`src/rtl/control_pipeline.sv`:
```
// Control path for a 5-stage RISC-V style pipeline: decodes the ID-stage opcode,
// detects load-use hazards and carries the control bundle through EX, MEM and WB.
module control_pipeline #(
    parameter int ALU_SEL_W      = 3,
    parameter int REG_ADDR_W     = 5,
    parameter int LOAD_USE_STALL = 1
) (
    input  logic                  clk,
    input  logic                  rst,
    input  logic [6:0]            opcode,
    input  logic [REG_ADDR_W-1:0] id_rs1,
    input  logic [REG_ADDR_W-1:0] id_rs2,
    input  logic [REG_ADDR_W-1:0] id_rd,
    input  logic                  branch_taken,
    output logic                  ex_write,
    output logic                  ex_store,
    output logic                  ex_load,
    output logic                  ex_branch,
    output logic [1:0]            ex_a_sel,
    output logic                  ex_b_sel,
    output logic [2:0]            ex_imm_sel,
    output logic [1:0]            ex_npc_sel,
    output logic [ALU_SEL_W-1:0]  ex_alu_sel,
    output logic                  ex_illegal,
    output logic [REG_ADDR_W-1:0] ex_rd,
    output logic                  mem_write,
    output logic                  mem_store,
    output logic                  mem_load,
    output logic [REG_ADDR_W-1:0] mem_rd,
    output logic                  wb_write,
    output logic                  wb_load,
    output logic [REG_ADDR_W-1:0] wb_rd,
    output logic                  stall,
    output logic                  flush_if_id
);

    typedef enum logic [6:0] {
        OP_R      = 7'b0110011,
        OP_LOAD   = 7'b0000011,
        OP_IALU   = 7'b0010011,
        OP_JALR   = 7'b1100111,
        OP_STORE  = 7'b0100011,
        OP_BRANCH = 7'b1100011,
        OP_AUIPC  = 7'b0010111,
        OP_LUI    = 7'b0110111,
        OP_JAL    = 7'b1101111
    } opcode_e;

    typedef struct packed {
        logic                 write;
        logic                 store;
        logic                 load;
        logic                 branch;
        logic [1:0]           a_sel;
        logic                 b_sel;
        logic [2:0]           imm_sel;
        logic [1:0]           npc_sel;
        logic [ALU_SEL_W-1:0] alu_sel;
        logic                 illegal;
    } ctrl_t;

    localparam logic [ALU_SEL_W-1:0] ALU_ADD   = '0;
    localparam logic [ALU_SEL_W-1:0] ALU_FUNCT = ALU_SEL_W'(1);

    ctrl_t                 w_dec;
    logic                  w_rs1_used;
    logic                  w_rs2_used;
    logic                  w_stall;
    logic                  w_bubble;

    ctrl_t                 r_ex;
    logic [REG_ADDR_W-1:0] r_ex_rd;
    logic                  r_mem_write;
    logic                  r_mem_store;
    logic                  r_mem_load;
    logic [REG_ADDR_W-1:0] r_mem_rd;
    logic                  r_wb_write;
    logic                  r_wb_load;
    logic [REG_ADDR_W-1:0] r_wb_rd;

    // NOTE: every always_comb output gets a default before the case so no path
    // leaves it unassigned, which would otherwise infer a latch.
    always_comb begin
        w_dec      = '0;
        w_rs1_used = 1'b0;
        w_rs2_used = 1'b0;
        case (opcode)
            OP_R: begin
                w_dec.write   = 1'b1;
                w_dec.alu_sel = ALU_FUNCT;
                w_rs1_used    = 1'b1;
                w_rs2_used    = 1'b1;
            end
            OP_LOAD: begin
                w_dec.write   = 1'b1;
                w_dec.load    = 1'b1;
                w_dec.b_sel   = 1'b1;
                w_dec.alu_sel = ALU_ADD;
                w_rs1_used    = 1'b1;
            end
            OP_IALU: begin
                w_dec.write   = 1'b1;
                w_dec.b_sel   = 1'b1;
                w_dec.alu_sel = ALU_FUNCT;
                w_rs1_used    = 1'b1;
            end
            OP_JALR: begin
                w_dec.write   = 1'b1;
                w_dec.b_sel   = 1'b1;
                w_dec.npc_sel = 2'b11;
                w_rs1_used    = 1'b1;
            end
            OP_STORE: begin
                w_dec.store   = 1'b1;
                w_dec.b_sel   = 1'b1;
                w_dec.imm_sel = 3'b001;
                w_rs1_used    = 1'b1;
                w_rs2_used    = 1'b1;
            end
            OP_BRANCH: begin
                w_dec.branch  = 1'b1;
                w_dec.imm_sel = 3'b010;
                w_dec.npc_sel = 2'b01;
                w_rs1_used    = 1'b1;
                w_rs2_used    = 1'b1;
            end
            OP_AUIPC: begin
                w_dec.write   = 1'b1;
                w_dec.a_sel   = 2'b01;
                w_dec.b_sel   = 1'b1;
                w_dec.imm_sel = 3'b011;
            end
            OP_LUI: begin
                w_dec.write   = 1'b1;
                w_dec.a_sel   = 2'b10;
                w_dec.b_sel   = 1'b1;
                w_dec.imm_sel = 3'b011;
            end
            OP_JAL: begin
                w_dec.write   = 1'b1;
                w_dec.a_sel   = 2'b01;
                w_dec.b_sel   = 1'b1;
                w_dec.imm_sel = 3'b100;
                w_dec.npc_sel = 2'b10;
            end
            default: w_dec.illegal = 1'b1;
        endcase
        // x0 is hardwired to zero, so a write to it is dropped here.
        if (id_rd == '0) w_dec.write = 1'b0;
    end

    generate
        if (LOAD_USE_STALL != 0) begin : g_stall
            // A taken branch squashes the dependent instruction, so it wins over the stall.
            assign w_stall = r_ex.load && (r_ex_rd != '0) && !branch_taken &&
                             ((w_rs1_used && (id_rs1 == r_ex_rd)) ||
                              (w_rs2_used && (id_rs2 == r_ex_rd)));
        end else begin : g_no_stall
            assign w_stall = 1'b0;
        end
    endgenerate

    assign w_bubble = w_stall || branch_taken;

    // NOTE: pipeline state uses non-blocking assignments so every stage samples
    // the previous stage's value from before this edge.
    always_ff @(posedge clk) begin
        if (rst) begin
            r_ex        <= '0;
            r_ex_rd     <= '0;
            r_mem_write <= 1'b0;
            r_mem_store <= 1'b0;
            r_mem_load  <= 1'b0;
            r_mem_rd    <= '0;
            r_wb_write  <= 1'b0;
            r_wb_load   <= 1'b0;
            r_wb_rd     <= '0;
        end else begin
            r_ex        <= w_bubble ? '0 : w_dec;
            r_ex_rd     <= w_bubble ? '0 : id_rd;
            r_mem_write <= r_ex.write;
            r_mem_store <= r_ex.store;
            r_mem_load  <= r_ex.load;
            r_mem_rd    <= r_ex_rd;
            r_wb_write  <= r_mem_write;
            r_wb_load   <= r_mem_load;
            r_wb_rd     <= r_mem_rd;
        end
    end

    assign ex_write    = r_ex.write;
    assign ex_store    = r_ex.store;
    assign ex_load     = r_ex.load;
    assign ex_branch   = r_ex.branch;
    assign ex_a_sel    = r_ex.a_sel;
    assign ex_b_sel    = r_ex.b_sel;
    assign ex_imm_sel  = r_ex.imm_sel;
    assign ex_npc_sel  = r_ex.npc_sel;
    assign ex_alu_sel  = r_ex.alu_sel;
    assign ex_illegal  = r_ex.illegal;
    assign ex_rd       = r_ex_rd;
    assign mem_write   = r_mem_write;
    assign mem_store   = r_mem_store;
    assign mem_load    = r_mem_load;
    assign mem_rd      = r_mem_rd;
    assign wb_write    = r_wb_write;
    assign wb_load     = r_wb_load;
    assign wb_rd       = r_wb_rd;
    assign stall       = w_stall;
    assign flush_if_id = branch_taken;

endmodule

```
`config.mk`:
```
export PLATFORM = sky130hd
export DESIGN_NAME = control_pipeline
export DESIGN_NICKNAME = d
export VERILOG_FILES = /design/src/rtl/control_pipeline.sv
export SDC_FILE = /design/constraint.sdc
export NUM_CORES = 1
export LEC_CHECK = 0
export BUFFER_PORTS_ARGS = -buffer_cell sky130_fd_sc_hd__buf_2
export CAP_MARGIN = 20
export CORE_AREA = 10 10 92 54
export CTS_BUF_LIST = sky130_fd_sc_hd__clkbuf_4 sky130_fd_sc_hd__clkbuf_8 sky130_fd_sc_hd__clkbuf_16
export CTS_CLUSTER_DIAMETER = 150
export CTS_CLUSTER_SIZE = 20
export DETAILED_ROUTE_END_ITERATION = 16
export DIE_AREA = 0 0 102 64
export GPL_ROUTABILITY_DRIVEN = 0
export PLACE_DENSITY = 0.84
export SYNTH_ARGS = -nofsm -noshare
export SYNTH_HDL_FRONTEND = slang
export SYNTH_SLANG_ARGS = --single-unit
```
`constraint.sdc`:
```
create_clock -name clk -period 1.5 [get_ports clk]
set_input_delay 0.075 -clock clk [delete_from_list [all_inputs] [get_ports clk]]
set_output_delay 0.075 -clock clk [all_outputs]
set_load 0.1 [all_outputs]
```
==> impl_metrics.ini, run 1 <==
[cells_and_area]
final-seq-area_sq_um = 701
fin_nets = 238
synthToLayoutAreaGrowth_pct = 48.0
num_antenna_cells = 0
drive_gt1_frac = 0.516
nFillCells = 283
multi_input_area_sq_um = 694

[worst_setup_path]
slowest_delay_ns = 0.53
critical_path_class = reg2out
cp_num_buf_inv = 1
critical_path_arrival_ns = 1.65
path_delay_family = simple AND/OR/NAND/NOR gates
slowest_stage = or4_4
required_ns = 1.42
r2r_start = ex_rd[2]$_SDFF_PP0_
r2r-end = ex_imm_sel[1]$_SDFF_PP0_
crit_cells = 5
crit_start = ex_rd[2]$_SDFF_PP0_
crit_fanout = 5
worstSetupEndpointType = output port
rrSetupSlack_ns = -0.21
r2r_cells = 6
cp-endpoint = stall
start_kind = flop
crit_chain = or4_4 > nor2_4 > nor3b_2 > o21a_4 > buf_12

[synth]
avgSynthCellArea_sq_um = 9.52
synth_top_cell_area_share = 0.511
syn-cell-area_sq_um = 1330
synth.top_cells.by_area = dfxtp_1 51%, nor2b_1 8.5%, xnor2_1 5.3%
synth_area_leader_cell = dfxtp_1
netlist_instances = 140
async_flop_share = 0
yosys_warnings = 0
yosysSeqAreaShare = 0.511
yosysMostFrequentCell = dfxtp_1
synth.distinct_cells = 28
synth_common_cells = 34 x dfxtp_1, 18 x nor2b_1, 17 x nor2_1, 13 x nand2_1, 8 x xnor2_1
ys.flop_type = dfxtp_1
postSynthRegisterBits = 34
synth_edf_count = 0

[drt]
viasPerCell = 5.09
vias = 1299
postRouteWirelength_microns = 4390
route.detailed.drc = 0
wl_per_cell_microns = 17.2
dr.pass1.iters = 4
drt_iter0_drc = 72
final_antenna_net_count = 0

[sta]
fin_crit_sh = 1.15
min_period_ns = 1.72
finalHoldViolations = 0
rsz0062_at_grt = true
layout_setup_ws_ns = -0.220
drv_slew = 0
setup_viol = 16
fin_skew_ns = 0.00682
hold_slack_ns = 0.0122
max_freq_ghz = 0.581

[pwr]
ir_drop_uv = 317
power_uw = 1930
p_leak_uw = 0.000885
power_density_nw_per_um2 = 978

[worst_hold_path]
hp-class = in2reg

[die]
pin_count = 63
dieArea_sq_um = 6530
die_w_microns = 102
fp.coreArea_sq_um = 3340
die_h_microns = 64
rows = 15
start_util = 0.399

[placement]
io_buffers = 60
dp_hpwl_microns = 3090

[clocking]
cts_num_sinks = 34
htree_levels = 2
cts_tree = yes
clock_path_buffers = 2
clkTransAtPathRegs_ns = 0.06
root_buffer = clkbuf_8
cts_buffers = 5
clock_latency_ns = 0.28

[job]
drv_cap = 0

[status]
status = complete, but fails checks
violations = negative setup slack

[global_route]
grt_util_all_layers = 0.136
overflow = 0
grt_pass1_wl_microns = 6870
grt_antenna_before_repair = 0
grt_max_degree = 12
first_global_vias = 1369
-- routing by layer --
layer / track usage / wire (microns) / vias up
met5: 0 / 0 / -
met4: 0.108 / 244 / 0
met2: 0.227 / 2200 / 79
met1: 0.136 / 1590 / 586
met3: 0.0494 / 362 / 24
li1: - / - / 610
-- tightest hold or removal path: stages --
cell and delay, ns:
buf_2 0.10, nand2_1 0.05, nor2_1 0.03
-- cell usage in the layout, fill, tap and decap left out, types with 3 or more instances in the layout --
master and n:
buf_2 59, dfxtp_1 28, nor2b_1 18, nor2_1 13
nand2_1 13, buf_4 11, xnor2_1 5, nor4_2 5
a21oi_1 5, clkbuf_8 5, dfxtp_4 5, nand4_1 3
nand3_1 3, xnor2_2 3, nor3_2 3, o21ai_0 3
-- worst min-delay path by stage --
stage	from	end	slack, ns	cells after the start
after floorplan	rst	mem_load$_SDFF_PP0_	0.15	1
after global placement	id_rd[0]	ex_rd[0]$_SDFF_PP0_	0.30	3
after detailed placement	id_rd[0]	ex_rd[0]$_SDFF_PP0_	0.30	3
after CTS	id_rd[0]	ex_rd[0]$_SDFF_PP0_	0.008	3
after global routing	id_rd[0]	ex_rd[0]$_SDFF_PP0_	0.01	3
final	id_rd[0]	ex_rd[0]$_SDFF_PP0_	0.01	3
-- flip-flops by register name, summed over array words and instances (netlist names), 2 cells and up --
name	cells
ex_rd	5
mem_rd	5
wb_rd	5
ex_npc_sel	2
ex_a_sel	2
ex_imm_sel	3
-- area by class of cell --
| cell class | instances | area share |
|---|---|---|
| clock buffer | 7 | 0.0425 |
| multi-input combinational | 98 | 0.352 |
| sequential | 34 | 0.355 |
| tap | 42 | 0.0266 |
| timing repair buffer | 74 | 0.223 |
-- kinds of logic after synthesis --
group	Yosys count	synth area share
other	1	0.00281
xor gates and xnor gates	10	0.0657
buffers and inverters	9	0.0441
DFF	34	0.511
and+or+nand+nor	74	0.314
AOI/OAI and AO/OA	12	0.0629
-- metrics by stage --
stage | area (sq um) | TNS (ns) | utilization | setup WS (ns) | std cells
final | 1970 | -1.89 | 0.590 | -0.220 | 255
after floorplan | 1380 | -1.74 | - | -0.153 | 141
after detailed placement | 1790 | -1.06 | 0.534 | -0.127 | 246
after CTS | 1960 | -1.60 | 0.585 | -0.230 | 255
after global placement | 1790 | -0.295 | 0.534 | -0.0566 | 246
after global routing | 1970 | -2.79 | 0.590 | -0.295 | 255
-- power breakdown --
group	total, uW	leakage (uW)	internal (uW)	switching (uW)
sequential	926	0.000280	913	12.8
combinational	354	0.000561	104	250
clock	649	0.0000452	355	294
-- timing repair --
action                                  4_1_cts  5_1_grt
endpoints found under the hold margin         0        0
pin swaps                                     2        0
hold buffers                                  0        0
buffers inserted                              2        0
gates resized for setup                      14        3
endpoints found under the setup margin       14       16
(Power assumes the default switching activity.)
==> run 2, diff against run 1 <==
CAP_MARGIN = 30   (was 20)
CORE_AREA = 2 2 84 46   (was 10 10 92 54)
DIE_AREA = 0 0 86 48   (was 0 0 102 64)
==> run 2 against run 1 <==
Compared with the run above: the run still ends with negative setup slack left; global-route usage is 2.8 points higher; critical path depth is 1 higher; first-iteration DRC count is 21% higher; core utilization is 3.2 points higher; sequential share of layout area is 1.6 points lower; clock skew is 0.0046 ns lower; via count is 4.8% lower; die area is 37% lower; sequential power is 0.4% lower; clock-buffer cell count is 1 lower; critical path type unchanged; largest cell class is now multi-input combinational cells.
==> impl_metrics.ini, run 2 (synthesis results as in run 1) <==
[status]
status = complete, but fails checks
violations = negative setup slack

[global_route]
overflow = 0
grt_antenna_before_repair = 0
grt_pass1_wl_microns = 5020
use_met2 = 0.237
first_global_vias = 1086
grt_max_degree = 16
use_met3 = 0.0690
met1_usage = 0.229
busiest_layer = met2
grt_util_all_layers = 0.164

[sta]
fin_crit_sh = 1.18
rsz0062_at_grt = true
max_freq_ghz = 0.566
drv_slew = 0
relSlewSlack = 0.560
min_period_ns = 1.77
finalHoldViolations = 0
layout_setup_ws_ns = -0.265
setup_viol = 16
setup-tns-final_ns = -2.07
fin_skew_ns = 0.00219
tightest_slew_ns = 0.658

[die]
pin_count = 63
die_w_microns = 86
die_h_microns = 48
fp.coreArea_sq_um = 3320
dieArea_sq_um = 4130
start_util = 0.401
rows = 15

[pwr]
power_uw = 1980
power_density_nw_per_um2 = 956
ir_drop_uv = 562
p_leak_uw = 0.000922

[clocking]
htree_levels = 2
root_buffer = clkbuf_8
clkTransAtPathRegs_ns = 0.07
cts_num_sinks = 34
cts_buffers = 5
cts_tree = yes
clock_latency_ns = 0.28
clock_path_buffers = 2
cts_hold_buf = 0

[cells_and_area]
layout.cells.non_filler = 260
final_cell_mix = 59 x buf_2, 28 x dfxtp_1, 18 x nor2b_1
synthToLayoutAreaGrowth_pct = 55.1
nFillCells = 271
final_common_cell = buf_2
fin_nets = 242
drive_gt1_frac = 0.528
finish.utilization = 0.622
num_antenna_cells = 0

[worst_setup_path]
critical_path_class = reg2out
slowest_delay_ns = 0.35
slowest_stage = dfxtp_4
required_ns = 1.42
cp_num_buf_inv = 2
r2r_cells = 8
worstSetupEndpointType = output port
crit_cells = 6
critical_path_arrival_ns = 1.69
crit_fanout = 5
crit_chain = buf_12 > xnor2_2 > nand4_1 > nor4_2 > o21a_4 > buf_12
path_delay_family = simple AND/OR/NAND/NOR gates
start_kind = flop
worst_path_most_repeated_cell = buf_12

[drt]
final_antenna_net_count = 0
wl_per_cell_microns = 13.4
drt_iter0_drc = 87
viasPerCell = 4.75
route.detailed.drc = 0
vias = 1236
dr.pass1.iters = 4
postRouteWirelength_microns = 3470

[placement]
io_buffers = 60
dpl_worst_slack_ns = -0.163
dp_hpwl_microns = 2620
post-place-cells = 247

[job]
drv_cap = 0

[worst_hold_path]
hp-class = in2reg
min_path_cells = 3
-- run 2: cell count changes in the layout (fill, tap and decap cells not counted), moves of 2 or more --
cell	before	now
nor4_4	0	2
buf_4	11	13
clkbuf_4	2	0
nor4_2	5	3
nor3_4	1	3
buf_6	2	4
nor3_2	3	1
-- run 2: final cells by class --
class                      instances  area (sq um)  area share
tap                               42          52.6      0.0254
clock inverter                     2          11.3     0.00545
multi-input combinational         98           742       0.359
sequential                        34           701       0.339
clock buffer                       6          82.6      0.0400
timing repair buffer              78           478       0.231
-- run 2: worst register-to-register path: stages, from the launching register on --
cell and delay [ns]:
dfxtp_4 0.35, buf_12 0.13, xnor2_2 0.14, nand4_1 0.14, nor4_2 0.23, o21a_4 0.24
buf_4 0.17, buf_4 0.14, nor3_2 0.04
-- run 2: final timing paths --
| kind | start | endpoint | slack (ns) |
|---|---|---|---|
| setup / recovery | ex_rd[3]$_SDFF_PP0_ | stall | -0.27 |
| hold / removal | id_rd[0] | ex_rd[0]$_SDFF_PP0_ | 0.02 |
| setup reg to reg | ex_rd[3]$_SDFF_PP0_ | ex_write$_SDFF_PP0_ | -0.21 |
| hold reg to reg | mem_rd[2]$_SDFF_PP0_ | wb_rd[2]$_SDFF_PP0_ | 0.46 |
-- run 2: power by group --
group / total (uW) / switching (uW) / internal, uW
combinational: 360 / 252 / 108
sequential: 922 / 9.65 / 912
clock: 694 / 324 / 370
total: 1980 / 586 / 1390
-- run 2: what timing repair did --
action,4_1_cts,5_1_grt
pin swaps,1,3
gates resized for setup,4,21
cloned,0,0
setup buffers,3,2
endpoints found under the setup margin,14,16
-- run 2: layer usage --
layer / routed length, microns / vias up
met2: 1500 / 49
met4: 31 / 0
met1: 1650 / 567
met5: 0 / -
li1: - / 616
met3: 295 / 4
-- run 2: stage by stage --
stage	cell area, sq um	hold slack (ns)
2_1_floorplan	1380	0.147
3_3_place_gp	1790	0.307
3_5_place_dp	1790	0.312
4_1_cts	1940	0.0149
5_1_grt	2070	0.0183
6_report	2070	0.0207
